### config.mk
export PLATFORM = sky130hd
export DESIGN_NAME = conv_window_ctrl
export DESIGN_NICKNAME = d
export VERILOG_FILES = /design/src/rtl/conv_ctrl_pkg.sv /design/src/rtl/raster_counter.sv /design/src/rtl/conv_window_ctrl.sv
export SDC_FILE = /design/constraint.sdc
export NUM_CORES = 1
export LEC_CHECK = 0
export CAP_MARGIN = 20
export CELL_PAD_IN_SITES_DETAIL_PLACEMENT = 2
export CELL_PAD_IN_SITES_GLOBAL_PLACEMENT = 2
export CORE_AREA = 3 3 83 85
export CTS_BUF_LIST = sky130_fd_sc_hd__clkbuf_4 sky130_fd_sc_hd__clkbuf_8 sky130_fd_sc_hd__clkbuf_16
export CTS_CLUSTER_SIZE = 12
export DETAILED_ROUTE_END_ITERATION = 8
export DIE_AREA = 0 0 86 88
export GPL_ROUTABILITY_DRIVEN = 0
export PLACE_DENSITY_LB_ADDON = 0.1
export SLEW_MARGIN = 20
export SYNTH_ARGS = -nofsm -noshare
export SYNTH_HDL_FRONTEND = slang
export SYNTH_HIERARCHICAL = 1
export SYNTH_SLANG_ARGS = --single-unit
### constraint.sdc
create_clock -name clk -period 3 [get_ports clk]
set_input_delay 0.45 -clock clk [delete_from_list [all_inputs] [get_ports clk]]
set_output_delay 0.45 -clock clk [all_outputs]
set_load 0.005 [all_outputs]
### src/rtl/conv_ctrl_pkg.sv
// Shared types and elaboration helpers for the convolution window sequencer.
package conv_ctrl_pkg;

  typedef enum logic [1:0] {S_IDLE, S_CLR, S_RUN, S_DRAIN} state_t;

  function automatic int clog2(input int n);
    int b;
    b = 0;
    while ((1 << b) < n) b++;
    return b;
  endfunction

  function automatic int out_dim(input int img, input int k, input int stride);
    return (img - k) / stride + 1;
  endfunction

  localparam int DEF_IMG_W  = 28;
  localparam int DEF_IMG_H  = 28;
  localparam int DEF_K      = 3;
  localparam int DEF_STRIDE = 1;
  localparam int OUT_W = out_dim(DEF_IMG_W, DEF_K, DEF_STRIDE);
  localparam int OUT_H = out_dim(DEF_IMG_H, DEF_K, DEF_STRIDE);

endpackage

### src/rtl/raster_counter.sv
// Input-raster row/col tracker with stride-phase bookkeeping; flags window-aligned
// pixels and the last pixel of the frame.
module raster_counter #(
  parameter int IMG_W  = 28,
  parameter int IMG_H  = 28,
  parameter int K      = 3,
  parameter int STRIDE = 1,
  parameter int CW     = 6
) (
  input  logic clk,
  input  logic rst,
  input  logic clr,
  input  logic adv,
  output logic qual,
  output logic last
);

  localparam logic PH_STEP = (STRIDE == 2);

  logic [CW-1:0] r_row;
  logic [CW-1:0] r_col;
  logic          r_rph;
  logic          r_cph;
  logic          w_col_end;
  logic          w_row_on;
  logic          w_col_on;

  assign w_col_end = (r_col == CW'(IMG_W - 1));
  assign w_row_on  = (r_row >= CW'(K - 1));
  assign w_col_on  = (r_col >= CW'(K - 1));
  assign qual      = w_row_on && w_col_on && !r_rph && !r_cph;
  assign last      = (r_row == CW'(IMG_H - 1)) && w_col_end;

  // Phases count (pos-(K-1)) mod STRIDE; they only start moving once the window edge is reached
  always_ff @(posedge clk) begin
    if (rst || clr) begin
      r_row <= '0;
      r_col <= '0;
      r_rph <= 1'b0;
      r_cph <= 1'b0;
    end else if (adv) begin
      if (w_col_end) begin
        r_col <= '0;
        r_cph <= 1'b0;
        r_row <= last ? '0 : r_row + 1'b1;
        if (w_row_on) r_rph <= r_rph ^ PH_STEP;
      end else begin
        r_col <= r_col + 1'b1;
        if (w_col_on) r_cph <= r_cph ^ PH_STEP;
      end
    end
  end

endmodule

### src/rtl/conv_window_ctrl.sv
// Frame sequencer for the conv line-buffer datapath: drives shift/clear controls
// and presents stride-aligned KxK windows to the MAC stage with valid/ready.
module conv_window_ctrl
  import conv_ctrl_pkg::*;
#(
  parameter int IMG_W  = 28,
  parameter int IMG_H  = 28,
  parameter int K      = 3,
  parameter int STRIDE = 1,
  parameter int CW     = 6
) (
  input  logic          clk,
  input  logic          rst,
  input  logic          start,
  input  logic          in_vld,
  output logic          in_rdy,
  output logic          lb_shift,
  output logic          lb_clr,
  output logic          win_vld,
  input  logic          win_rdy,
  output logic [CW-1:0] win_row,
  output logic [CW-1:0] win_col,
  output logic          busy,
  output logic          frame_done
);

  localparam int N_OUT_W = out_dim(IMG_W, K, STRIDE);
  localparam int MAX_DIM = (IMG_W > IMG_H) ? IMG_W : IMG_H;

  if ((clog2(MAX_DIM + 1) > CW) || (STRIDE < 1) || (STRIDE > 2)) begin : g_param_chk
    $error("conv_window_ctrl: CW too narrow or STRIDE outside 1..2");
  end

  state_t        r_state;
  logic [CW-1:0] r_orow;
  logic [CW-1:0] r_ocol;
  logic          w_qual;
  logic          w_last;
  logic          w_take;
  logic          w_clr;

  // A pending, unaccepted window freezes the stream so the datapath stays aligned with it
  assign in_rdy   = (r_state == S_RUN) && !(win_vld && !win_rdy);
  assign lb_shift = in_vld && in_rdy;
  assign w_take   = lb_shift && w_qual;
  assign w_clr    = (r_state == S_CLR);

  raster_counter #(
    .IMG_W (IMG_W),
    .IMG_H (IMG_H),
    .K     (K),
    .STRIDE(STRIDE),
    .CW    (CW)
  ) u_raster (
    .clk (clk),
    .rst (rst),
    .clr (w_clr),
    .adv (lb_shift),
    .qual(w_qual),
    .last(w_last)
  );

  always_ff @(posedge clk) begin
    if (rst) begin
      r_state    <= S_IDLE;
      lb_clr     <= 1'b0;
      win_vld    <= 1'b0;
      busy       <= 1'b0;
      frame_done <= 1'b0;
      win_row    <= '0;
      win_col    <= '0;
      r_orow     <= '0;
      r_ocol     <= '0;
    end else begin
      lb_clr     <= 1'b0;
      frame_done <= 1'b0;
      if (win_vld && win_rdy) win_vld <= 1'b0;
      // A new window on the handshake edge overrides the clear above
      if (w_take) begin
        win_vld <= 1'b1;
        win_row <= r_orow;
        win_col <= r_ocol;
        if (r_ocol == CW'(N_OUT_W - 1)) begin
          r_ocol <= '0;
          r_orow <= r_orow + 1'b1;
        end else begin
          r_ocol <= r_ocol + 1'b1;
        end
      end
      case (r_state)
        S_IDLE: begin
          if (start) begin
            r_state <= S_CLR;
            lb_clr  <= 1'b1;
            busy    <= 1'b1;
          end
        end
        S_CLR: begin
          r_state <= S_RUN;
          r_orow  <= '0;
          r_ocol  <= '0;
        end
        S_RUN: begin
          if (lb_shift && w_last) r_state <= S_DRAIN;
        end
        S_DRAIN: begin
          if (!win_vld || win_rdy) begin
            r_state    <= S_IDLE;
            busy       <= 1'b0;
            frame_done <= 1'b1;
          end
        end
        default: r_state <= S_IDLE;
      endcase
    end
  end

endmodule

==> metrics, run 1 <==
cell with the most instances after synthesis=dfxtp_1; vias in the first global route=between 1500 and 2000; Synth cell types=44; area grow syn2layout=18.0%; synthesized instance count=about 240; clk_lat worst skew=0.29 ns; CTS max path bufs=2; Post-synth ARST share=0; share of layout cells above drive strength 1=0.0833; WP buf/inv=2; Post-synth EDFFs=0; Slew @ Worst Pin=between 0.8 and 0.9 ns; RSZ-0062 raised after global routing=false; CTS Buf Count=5; detailed-route wire length=5470 um; vias per cell=between 5 and 6; postcts setup bufs=0; flops & latches, synth=42; Post-route DRC=0; peak supply drop=between 0.2 and 0.25 mV; CP endpoint kind=output pin; hold wc startpoint=win_row[1]$_SDFFE_PP0P_; total track usage=0.157; Max Clock Skew=between 0.01 and 0.015 ns; CP max-delay cell=clkdlybuf4s50_1; drt pass-1 iters=4; syn_area_per_cell=8.46 um^2; via count=approximately 1800; Routed WL per cell=between 15 and 20 um; Synth area leader=dfxtp_1; Crit path required time=about 2.6 ns; worst setup margin=roughly 0.47 ns; diode count=0; IO Port Bufs=22; synthesized area=2050 um^2; CTS tree=done; Startpoint Class=flop; Die ar.=around 7600 um^2; Nets=280; global-route wire length before repair=9570 um; total grt overflow=0; I/O pin cnt=23; CP Class=flop to output pin; post-synth top area share=0.411; reg2reg start=u_raster/r_col[0]$_SDFFE_PP0P_; post-route setup TNS=0 ns; Final Setup Violations=0; clock-pin slew on the worst setup and hold paths=around 0.09 ns; initial antenna violation count=0; pwr/cell area=about 520 nW/um^2; minimum clock period=about 2.5 ns; max cap viols=0; Hold Violations, Final=0; clock root buffer=clkbuf_8; ys flop type=dfxtp_1; initial DRC count=61; Die Wd=86 um; CP max FO=9; relative slew slack=0.449; top cell family by delay on the critical path=buffers and inverters; H-Tree Depth=2; crit share post-route=0.844; Num Clock Sinks=42; Synth area leaders=dfxtp_1 (41%), ha_1 (7.3%), a21oi_1 (7.1%); WP data arrival=roughly 2.1 ns; CP startpoint=r_state[0]$_SDFFE_PP0P_; largest net degree at the start of global routing=29; CORE AREA=approximately 6300 um^2; outcome=complete, no violations; Worst Hold Class=flop to flop; Final Max Slew Viols=0; CP max stage delay=between 0.5 and 0.6 ns; yosys warns=6; Final ANT Viol Nets=0; post-detail-place hpwl=3910 um; Seq/Total Area, Yosys=0.411; achievable frequency=395 MHz; Synth top cells by count=dfxtp_1 (42), nand2_1 (38), a21oi_1 (29), ha_1 (12), nor2_1 (12); Post-Place Worst Slack=around 0.27 ns; Die Y=88 um; Synth Net Count=roughly 260; row cnt=29; crit-path cells=inv_1 > ha_1 > nand2_1 > nor2_2 > clkdlybuf4s50_1; initial core utilization=0.326; leak pwr=between 0.7 and 0.8 nW
-- registers in the layout, summed over array words and instances (netlist names) --
name and flops:
u_raster/r_col 6, lb_clr 1, r_orow 6, win_col 6, u_raster/r_row 6, r_state 2
frame_done 1, busy 1, r_ocol 6, win_vld 1, win_row 6
-- final cells by class --
type	instances	area [um^2]
Timing Repair Buffer	25	243
Tap cell	77	96.3
Clock inverter	3	21.3
Inverter	7	26.3
Fill cell	734	3860
Sequential cell	42	841
Multi-Input combinational cell	182	1120
Clock buffer	5	68.8
-- worst min-delay path, delay by kind of cell (launching register included) --
family,cells,cell delay (ns)
AOI/OAI and AO/OA,1,0.05
DFF,1,0.32
and+or+nand+nor,1,0.05
-- through the flow --
stage / hold slack [ns] / utilization / instance area (um^2) / instances / power (mW)
after floorplan: 0.440 / - / 2050 / 242 / 0.812
after global placement: 0.444 / 0.370 / 2320 / 333 / 0.900
after detailed placement: 0.455 / 0.370 / 2320 / 333 / 0.909
after CTS: 0.465 / 0.384 / 2410 / 341 / 1.29
after global routing: 0.481 / 0.385 / 2410 / 341 / 1.36
final: 0.462 / 0.385 / 2410 / 341 / 1.26
-- worst paths after layout --
kind / endpoint / slack [ns] / cells past startpoint
setup / recovery: lb_shift / 0.47 / 5
setup reg to reg: r_ocol[3]$_SDFFE_PP0P_ / 0.67 / 9
hold / removal: win_row[1]$_SDFFE_PP0P_ / 0.46 / 2
hold reg to reg: win_row[1]$_SDFFE_PP0P_ / 0.46 / 2
-- report_power, final --
group	leakage (nW)	switching (mW)	internal [mW]	total [mW]
logic	0.391	0.167	0.121	0.287
clock network	0.0441	0.204	0.164	0.367
registers	0.339	0.0245	0.584	0.609
total	0.774	0.395	0.868	1.26
-- repair_timing --
item                       in CTS  in global routing
hold buffers                    0                  0
setup endpoints to repair       0                  1
resized for setup               0                  1
-- logic make-up (layout without fill, tap and decap cells) --
logic type,after synthesis,count (layout),share of synthesized area
compound gates,61,61,0.175
xor+xnor,3,3,0.0128
fa+ha+maj,12,12,0.0733
buf+inv,18,40,0.0440
flops,42,42,0.411
mux,1,1,0.00489
simple gates,105,105,0.279
-- metal layers --
| metal | vias to the layer above | GRT usage | routed length [um] |
|---|---|---|---|
| li1 | 913 | - | - |
| met1 | 882 | 0.220 | 2720 |
| met2 | 21 | 0.248 | 2570 |
| met3 | 5 | 0.0245 | 128 |
| met4 | 0 | 0.0518 | 54 |
| met5 | - | 0 | 0 |
-- cell usage in the layout (no fill, tap or decap), types with 7 or more instances in the layout --
cell type,netlist,layout
nor2_1,12,11
nand3_1,9,9
nand2_1,38,38
o21ai_0,11,11
ha_1,12,12
clkdlybuf4s50_1,0,22
or3_1,7,7
a21oi_1,29,29
dfxtp_1,42,42
inv_1,7,7
No activity file was read; power rests on OpenSTA's default activity.
==> run 2, diff against run 1 <==
--- a/config.mk
+++ b/config.mk
@@ -8,11 +8,11 @@
 export CAP_MARGIN = 20
 export CELL_PAD_IN_SITES_DETAIL_PLACEMENT = 2
 export CELL_PAD_IN_SITES_GLOBAL_PLACEMENT = 2
-export CORE_AREA = 3 3 83 85
+export CORE_AREA = 3 3 87 89
 export CTS_BUF_LIST = sky130_fd_sc_hd__clkbuf_4 sky130_fd_sc_hd__clkbuf_8 sky130_fd_sc_hd__clkbuf_16
 export CTS_CLUSTER_SIZE = 12
 export DETAILED_ROUTE_END_ITERATION = 8
-export DIE_AREA = 0 0 86 88
+export DIE_AREA = 0 0 90 92
 export GPL_ROUTABILITY_DRIVEN = 0
 export PLACE_DENSITY_LB_ADDON = 0.1
 export SLEW_MARGIN = 20
==> constraint.sdc (replaced) <==
create_clock -name clk -period 2.1 [get_ports clk]
set_input_delay 0.315 -clock clk [delete_from_list [all_inputs] [get_ports clk]]
set_output_delay 0.315 -clock clk [all_outputs]
set_load 0.005 [all_outputs]
==> run 2 against run 1 <==
  * First-iteration DRC count rose by 36%
  * Hold slack got worse by 0.0058 ns
  * Clock power rose by 52%
  * Power rose by 53%
  * Utilization rose by 2.8 points
  * Critical path depth rose by 6
  * Final cell count rose by 15%
  * Sequential power rose by 43%
==> metrics, run 2 (synthesized netlist as in run 1, its figures left out) <==
outcome=complete, no violations (unchanged); CP max FO=3 (was 9); peak supply drop=0.336 mV (was 0.242 mV); Hold Violations, Final=0 (unchanged); Reg2Reg Depth=11 (was 9); initial DRC count=83 (was 61); WP data arrival=2.32 ns (was 2.08 ns); diode count=0 (unchanged); Final Max Slew Viols=0 (unchanged); Die ar.=8280 um^2 (was 7570 um^2); max cap viols=0 (unchanged); post-detail-place hpwl=4500 um (was 3910 um); met2 Usage GRT=0.259 (was 0.248); Final Setup Violations=0 (unchanged); Num Clock Sinks=42 (unchanged); Nets=313 (was 280); RR Endpoint=r_orow[3]$_SDFFE_PP0P_ (was r_ocol[3]$_SDFFE_PP0P_); CTS max path bufs=2 (unchanged); drt pass-1 iters=4 (unchanged); CP Class=flop to flop (was flop to output pin); vias in the first global route=2088 (was 1922); Max Clock Skew=0.0147 ns (was 0.0108 ns); H-Tree Depth=2 (unchanged); most common cell after layout, fill and taps aside=dfxtp_1 (unchanged); Routed WL per cell=16.6 um (was 16.0 um); Slew @ Worst Pin=0.419 ns (was 0.815 ns); IO Port Bufs=22 (unchanged); CTS Buf Count=5 (unchanged); post-route cell area=2820 um^2 (was 2410 um^2); achievable frequency=roughly 480 MHz; Die Wd=90 um (was 86 um); relative slew slack=0.719 (was 0.449); Worst Hold Class=flop to flop (unchanged); share of layout cells above drive strength 1=0.253 (was 0.0833); CP startpoint=u_raster/r_col[0]$_SDFFE_PP0P_ (was r_state[0]$_SDFFE_PP0P_); clock-pin slew on the worst setup and hold paths=0.09 ns (about the same); reg2reg start=u_raster/r_col[0]$_SDFFE_PP0P_ (unchanged); hold_buf cts=0 (unchanged); crit share post-route=0.991; row cnt=30 (was 29); GR peak layer=met2 (unchanged); crit path to=r_orow[3]$_SDFFE_PP0P_ (was lb_shift); total track usage=0.155 (was 0.157); utilization after layout=0.412 (was 0.385); R2R setup slack=0.02 ns (was 0.67 ns); CTS tree=done (unchanged); clock root buffer=clkbuf_8 (unchanged); pwr/cell area=685 nW/um^2 (was 523 nW/um^2); RSZ-0062 raised after global routing=true (was false); via count=2025 (was 1821); post-route setup TNS=0 ns (unchanged); area grow syn2layout=37.6% (was 18.0%); CP endpoint kind=flop (was output pin); Die Y=92 um (was 88 um); initial core utilization=0.300 (was 0.326); Pwr Total=1.93 mW (was 1.26 mW); GR Layer Usage met1=0.204 (was 0.220); largest net degree at the start of global routing=29 (unchanged); total grt overflow=0 (unchanged); I/O pin cnt=23 (unchanged); vias per cell=5.15 (was 5.34); clk_lat worst skew=0.30 ns (was 0.29 ns); Min-Delay Path Depth=2 (unchanged); initial antenna violation count=0 (unchanged); Crit path required time=2.34 ns (was 2.55 ns); grt met3 use=0.0238 (was 0.0245); most frequent cells in the layout=dfxtp_1 (38), nand2_1 (37), buf_4 (31), a21oi_1 (26), clkdlybuf4s50_1 (21) (was dfxtp_1 (42), nand2_1 (38), a21oi_1 (29), clkdlybuf4s50_1 (22), ha_1 (12)); detailed-route wire length=6520 um (was 5470 um); CORE AREA=6830 um^2 (was 6280 um^2); leak pwr=1.01 nW (was 0.774 nW); placed cell areas=2550 um^2 (was 2320 um^2); Final ANT Viol Nets=0 (unchanged); Startpoint Class=flop (unchanged); Post-route DRC=0 (unchanged); minimum clock period=between 2 and 2.5 ns; global-route wire length before repair=10500 um (was 9570 um)
==> run 2: through the flow <==
step                      setup WS, ns  std cells  hold WS, ns
after global routing           -0.0896        393        0.475
after detailed placement       -0.0540        377        0.448
after floorplan                 0.0354        242        0.436
final                           0.0180        393        0.456
after CTS                      0.00308        385        0.462
after global placement          0.0130        377        0.443
==> run 2: critical path, stage by stage (launching register included) <==
cell,delay (ns)
dfxtp_2,0.33
inv_2,0.06
ha_4,0.11
or4_4,0.12
nor3_4,0.04
a21oi_2,0.14
buf_4,0.14
nand4_1,0.10
or3_4,0.41
buf_6,0.13
or3_4,0.32
a21oi_2,0.13
==> run 2: layout make-up <==
cell class | count | area, um^2
Clock buffer | 6 | 76.3
Clock inverter | 2 | 13.8
Fill cell | 796 | 4020
Inverter | 7 | 26.3
Multi-Input combinational cell | 182 | 1190
Sequential cell | 42 | 846
Tap cell | 96 | 120
Timing Repair Buffer | 58 | 548
==> run 2: repair_timing <==
action / CTS / global route
pin swaps: 1 / 8
gates resized for setup: 7 / 22
cloned: 0 / 2
setup buffers: 0 / 6
endpoints found under the setup margin: 6 / 28
==> run 2: metal layers <==
metal / wire [um] / up-vias
li1: - / 981
met1: 3230 / 1013
met2: 3090 / 26
met3: 126 / 5
met4: 73 / 0
met5: 0 / -
==> run 2: worst min path at each step <==
stage / startpoint / to / slack, ns
after floorplan: start / lb_clr$_SDFF_PP0_ / 0.44
after global placement: win_col[1]$_SDFFE_PP0P_ / win_col[1]$_SDFFE_PP0P_ / 0.44
after detailed placement: win_row[2]$_SDFFE_PP0P_ / win_row[2]$_SDFFE_PP0P_ / 0.45
after CTS: win_row[2]$_SDFFE_PP0P_ / win_row[2]$_SDFFE_PP0P_ / 0.46
after global routing: win_row[2]$_SDFFE_PP0P_ / win_row[2]$_SDFFE_PP0P_ / 0.48
final: win_row[2]$_SDFFE_PP0P_ / win_row[2]$_SDFFE_PP0P_ / 0.46
==> run 2: where the power goes <==
group / switching (mW) / internal [mW]
Clock: 0.309 / 0.248
Sequential: 0.0324 / 0.838
Combinational: 0.274 / 0.229
==> run 3, diff against run 2 <==
--- a/config.mk
+++ b/config.mk
@@ -8,11 +8,11 @@
 export CAP_MARGIN = 20
 export CELL_PAD_IN_SITES_DETAIL_PLACEMENT = 2
 export CELL_PAD_IN_SITES_GLOBAL_PLACEMENT = 2
-export CORE_AREA = 3 3 87 89
+export CORE_AREA = 3 3 72 108
 export CTS_BUF_LIST = sky130_fd_sc_hd__clkbuf_4 sky130_fd_sc_hd__clkbuf_8 sky130_fd_sc_hd__clkbuf_16
 export CTS_CLUSTER_SIZE = 12
 export DETAILED_ROUTE_END_ITERATION = 8
-export DIE_AREA = 0 0 90 92
+export DIE_AREA = 0 0 75 111
 export GPL_ROUTABILITY_DRIVEN = 0
 export PLACE_DENSITY_LB_ADDON = 0.1
 export SLEW_MARGIN = 20
==> run 3 against run 2 <==
  * Cell area shrank 1.7%
  * Fmax grew 0.60%
  * First-iteration DRC count shrank 64%
  * Critical path depth shrank 1
  * Global-route usage grew 1.7 points
  * Hold slack gained 0.0069 ns
  * Routed wire length grew 1.2%
  * Critical path type unchanged
==> metrics, run 3 (synthesized netlist as in run 1, its figures left out) <==
relative slew slack=0.724 (was 0.719); achievable frequency=483 MHz (was 480 MHz); max cap viols=0 (unchanged); Layout fillers=770 (was 796); IO Port Bufs=22 (unchanged); Final Max Slew Viols=0 (unchanged); hold_buf cts=0 (unchanged); RR Endpoint=r_orow[5]$_SDFFE_PP0P_ (was r_orow[3]$_SDFFE_PP0P_); Min-Delay Path Depth=2 (unchanged); H-Tree Depth=2 (unchanged); initial core utilization=0.297 (was 0.300); area grow syn2layout=35.2% (was 37.6%); total track usage=0.173 (was 0.155); reg2reg start=u_raster/r_col[0]$_SDFFE_PP0P_ (unchanged); crit share post-route=0.985 (was 0.991); Post-Place Worst Slack=-0.201 ns (was -0.0540 ns); WHS Endpoint=win_row[0]$_SDFFE_PP0P_ (was win_row[2]$_SDFFE_PP0P_); Startpoint Class=flop (unchanged); clock root buffer=clkbuf_8 (unchanged); I/O pin cnt=23 (unchanged); vias in the first global route=2211 (was 2088); outcome=complete, no violations (unchanged); CP Class=flop to flop (unchanged); share of layout cells above drive strength 1=0.240 (was 0.253); Finished Layout Cells=374 (was 393); CTS tree=done (unchanged); post-detail-place hpwl=4710 um (was 4500 um); Worst Hold Class=flop to flop (unchanged); pwr/cell area=708 nW/um^2 (was 685 nW/um^2); Die Wd=75 um (was 90 um); Reg2Reg Depth=10 (was 11); Final Setup Violations=0 (unchanged); diode count=0 (unchanged); largest net degree at the start of global routing=17 (was 29); Placed Cells=362 (was 377); CTS Buf Count=5 (unchanged); worst setup margin=0.0305 ns (was 0.0180 ns); drt pass-1 iters=4 (unchanged); row cnt=37 (was 30); RSZ-0062 raised after global routing=true (unchanged); utilization after layout=0.401 (was 0.412); R2R setup slack=0.03 ns (was 0.02 ns); most frequent cells in the layout=dfxtp_1 (39), nand2_1 (37), buf_4 (34), a21oi_1 (26), clkdlybuf4s50_1 (19) (was dfxtp_1 (38), nand2_1 (37), buf_4 (31), a21oi_1 (26), clkdlybuf4s50_1 (21)); CP endpoint kind=flop (unchanged); minimum clock period=2.07 ns (was 2.08 ns); Slew @ Worst Pin=0.412 ns (was 0.419 ns); hold wc startpoint=win_row[0]$_SDFFE_PP0P_ (was win_row[2]$_SDFFE_PP0P_); clock-pin slew on the worst setup and hold paths=0.09 ns (about the same); vias per cell=5.36 (was 5.15); Die ar.=8330 um^2 (was 8280 um^2); Num Clock Sinks=42 (unchanged); Routed WL per cell=17.6 um (was 16.6 um); placed cell areas=2550 um^2 (unchanged); most common cell after layout, fill and taps aside=dfxtp_1 (unchanged); CTS max path bufs=2 (unchanged); CP startpoint=u_raster/r_col[0]$_SDFFE_PP0P_ (unchanged); post-route cell area=2770 um^2 (was 2820 um^2); CP max FO=4 (was 3); leak pwr=0.976 nW (was 1.01 nW); Post-route DRC=0 (unchanged); Final ANT Viol Nets=0 (unchanged); Max Clock Skew=0.00574 ns (was 0.0147 ns); initial antenna violation count=0 (unchanged); clk_lat worst skew=0.30 ns (about the same); Nets=312 (was 313); Crit path required time=2.34 ns (about the same); Hold Violations, Final=0 (unchanged); global-route wire length before repair=11100 um (was 10500 um); Die Y=111 um (was 92 um); WP data arrival=2.31 ns (was 2.32 ns); via count=2005 (was 2025); peak supply drop=0.295 mV (was 0.336 mV); CORE AREA=6900 um^2 (was 6830 um^2); total grt overflow=0 (unchanged); detailed-route wire length=6600 um (was 6520 um); initial DRC count=30 (was 83)
==> run 3: where the power goes <==
group	internal (mW)	switching, mW	total (mW)
logic	0.239	0.282	0.521
clock network	0.265	0.303	0.567
registers	0.839	0.0313	0.871
total	1.34	0.616	1.96
==> run 3: worst max-delay path by stage <==
stage	end	slack [ns]
final	r_orow[5]$_SDFFE_PP0P_	0.03
after global routing	r_orow[5]$_SDFFE_PP0P_	-0.08
after CTS	lb_shift	0.01
after detailed placement	r_orow[2]$_SDFFE_PP0P_	-0.20
after global placement	r_orow[2]$_SDFFE_PP0P_	-0.13
after floorplan	r_ocol[4]$_SDFFE_PP0P_	0.04
==> run 3: cell type report <==
class | instances | area (um^2) | share of cell area
inverter | 7 | 28.8 | 0.0104
sequential | 42 | 845 | 0.305
clock buffer | 6 | 82.6 | 0.0298
tap | 78 | 97.6 | 0.0353
multi-input combinational | 182 | 1210 | 0.436
timing repair buffer | 57 | 495 | 0.179
clock inverter | 2 | 12.5 | 0.00452
==> run 3: worst max-delay path, cell delays in order, from the launching register on <==
cell     delay [ns]
dfxtp_2        0.34
inv_2          0.04
ha_2           0.15
or4_4          0.12
nor3_4         0.04
a21oi_2        0.18
buf_4          0.15
nand4_1        0.09
or3_4          0.35
or4_4          0.42
a21oi_2        0.13
==> run 3: repair_timing <==
item,CTS,global route
setup endpoints to repair,26,21
buffers inserted,3,2
pin swaps,2,7
gates cloned,1,0
gates resized for setup,19,9
==> run 3: metrics by stage <==
stage	hold slack [ns]	TNS, ns	power, mW
floorplan	0.436	0	1.16
global placement	0.447	-0.432	1.35
detailed placement	0.457	-1.42	1.37
CTS	0.469	0	2.00
global route	0.487	-0.0835	2.10
finish	0.463	0	1.96
==> run 3: routing by layer <==
| layer | share of wire | GRT usage | wire length (um) |
|---|---|---|---|
| met4 | 0.013 | 0.0499 | 85 |
| met3 | 0.015 | 0.0263 | 101 |
| met2 | 0.57 | 0.328 | 3780 |
| met5 | 0 | 0 | 0 |
| met1 | 0.40 | 0.185 | 2620 |
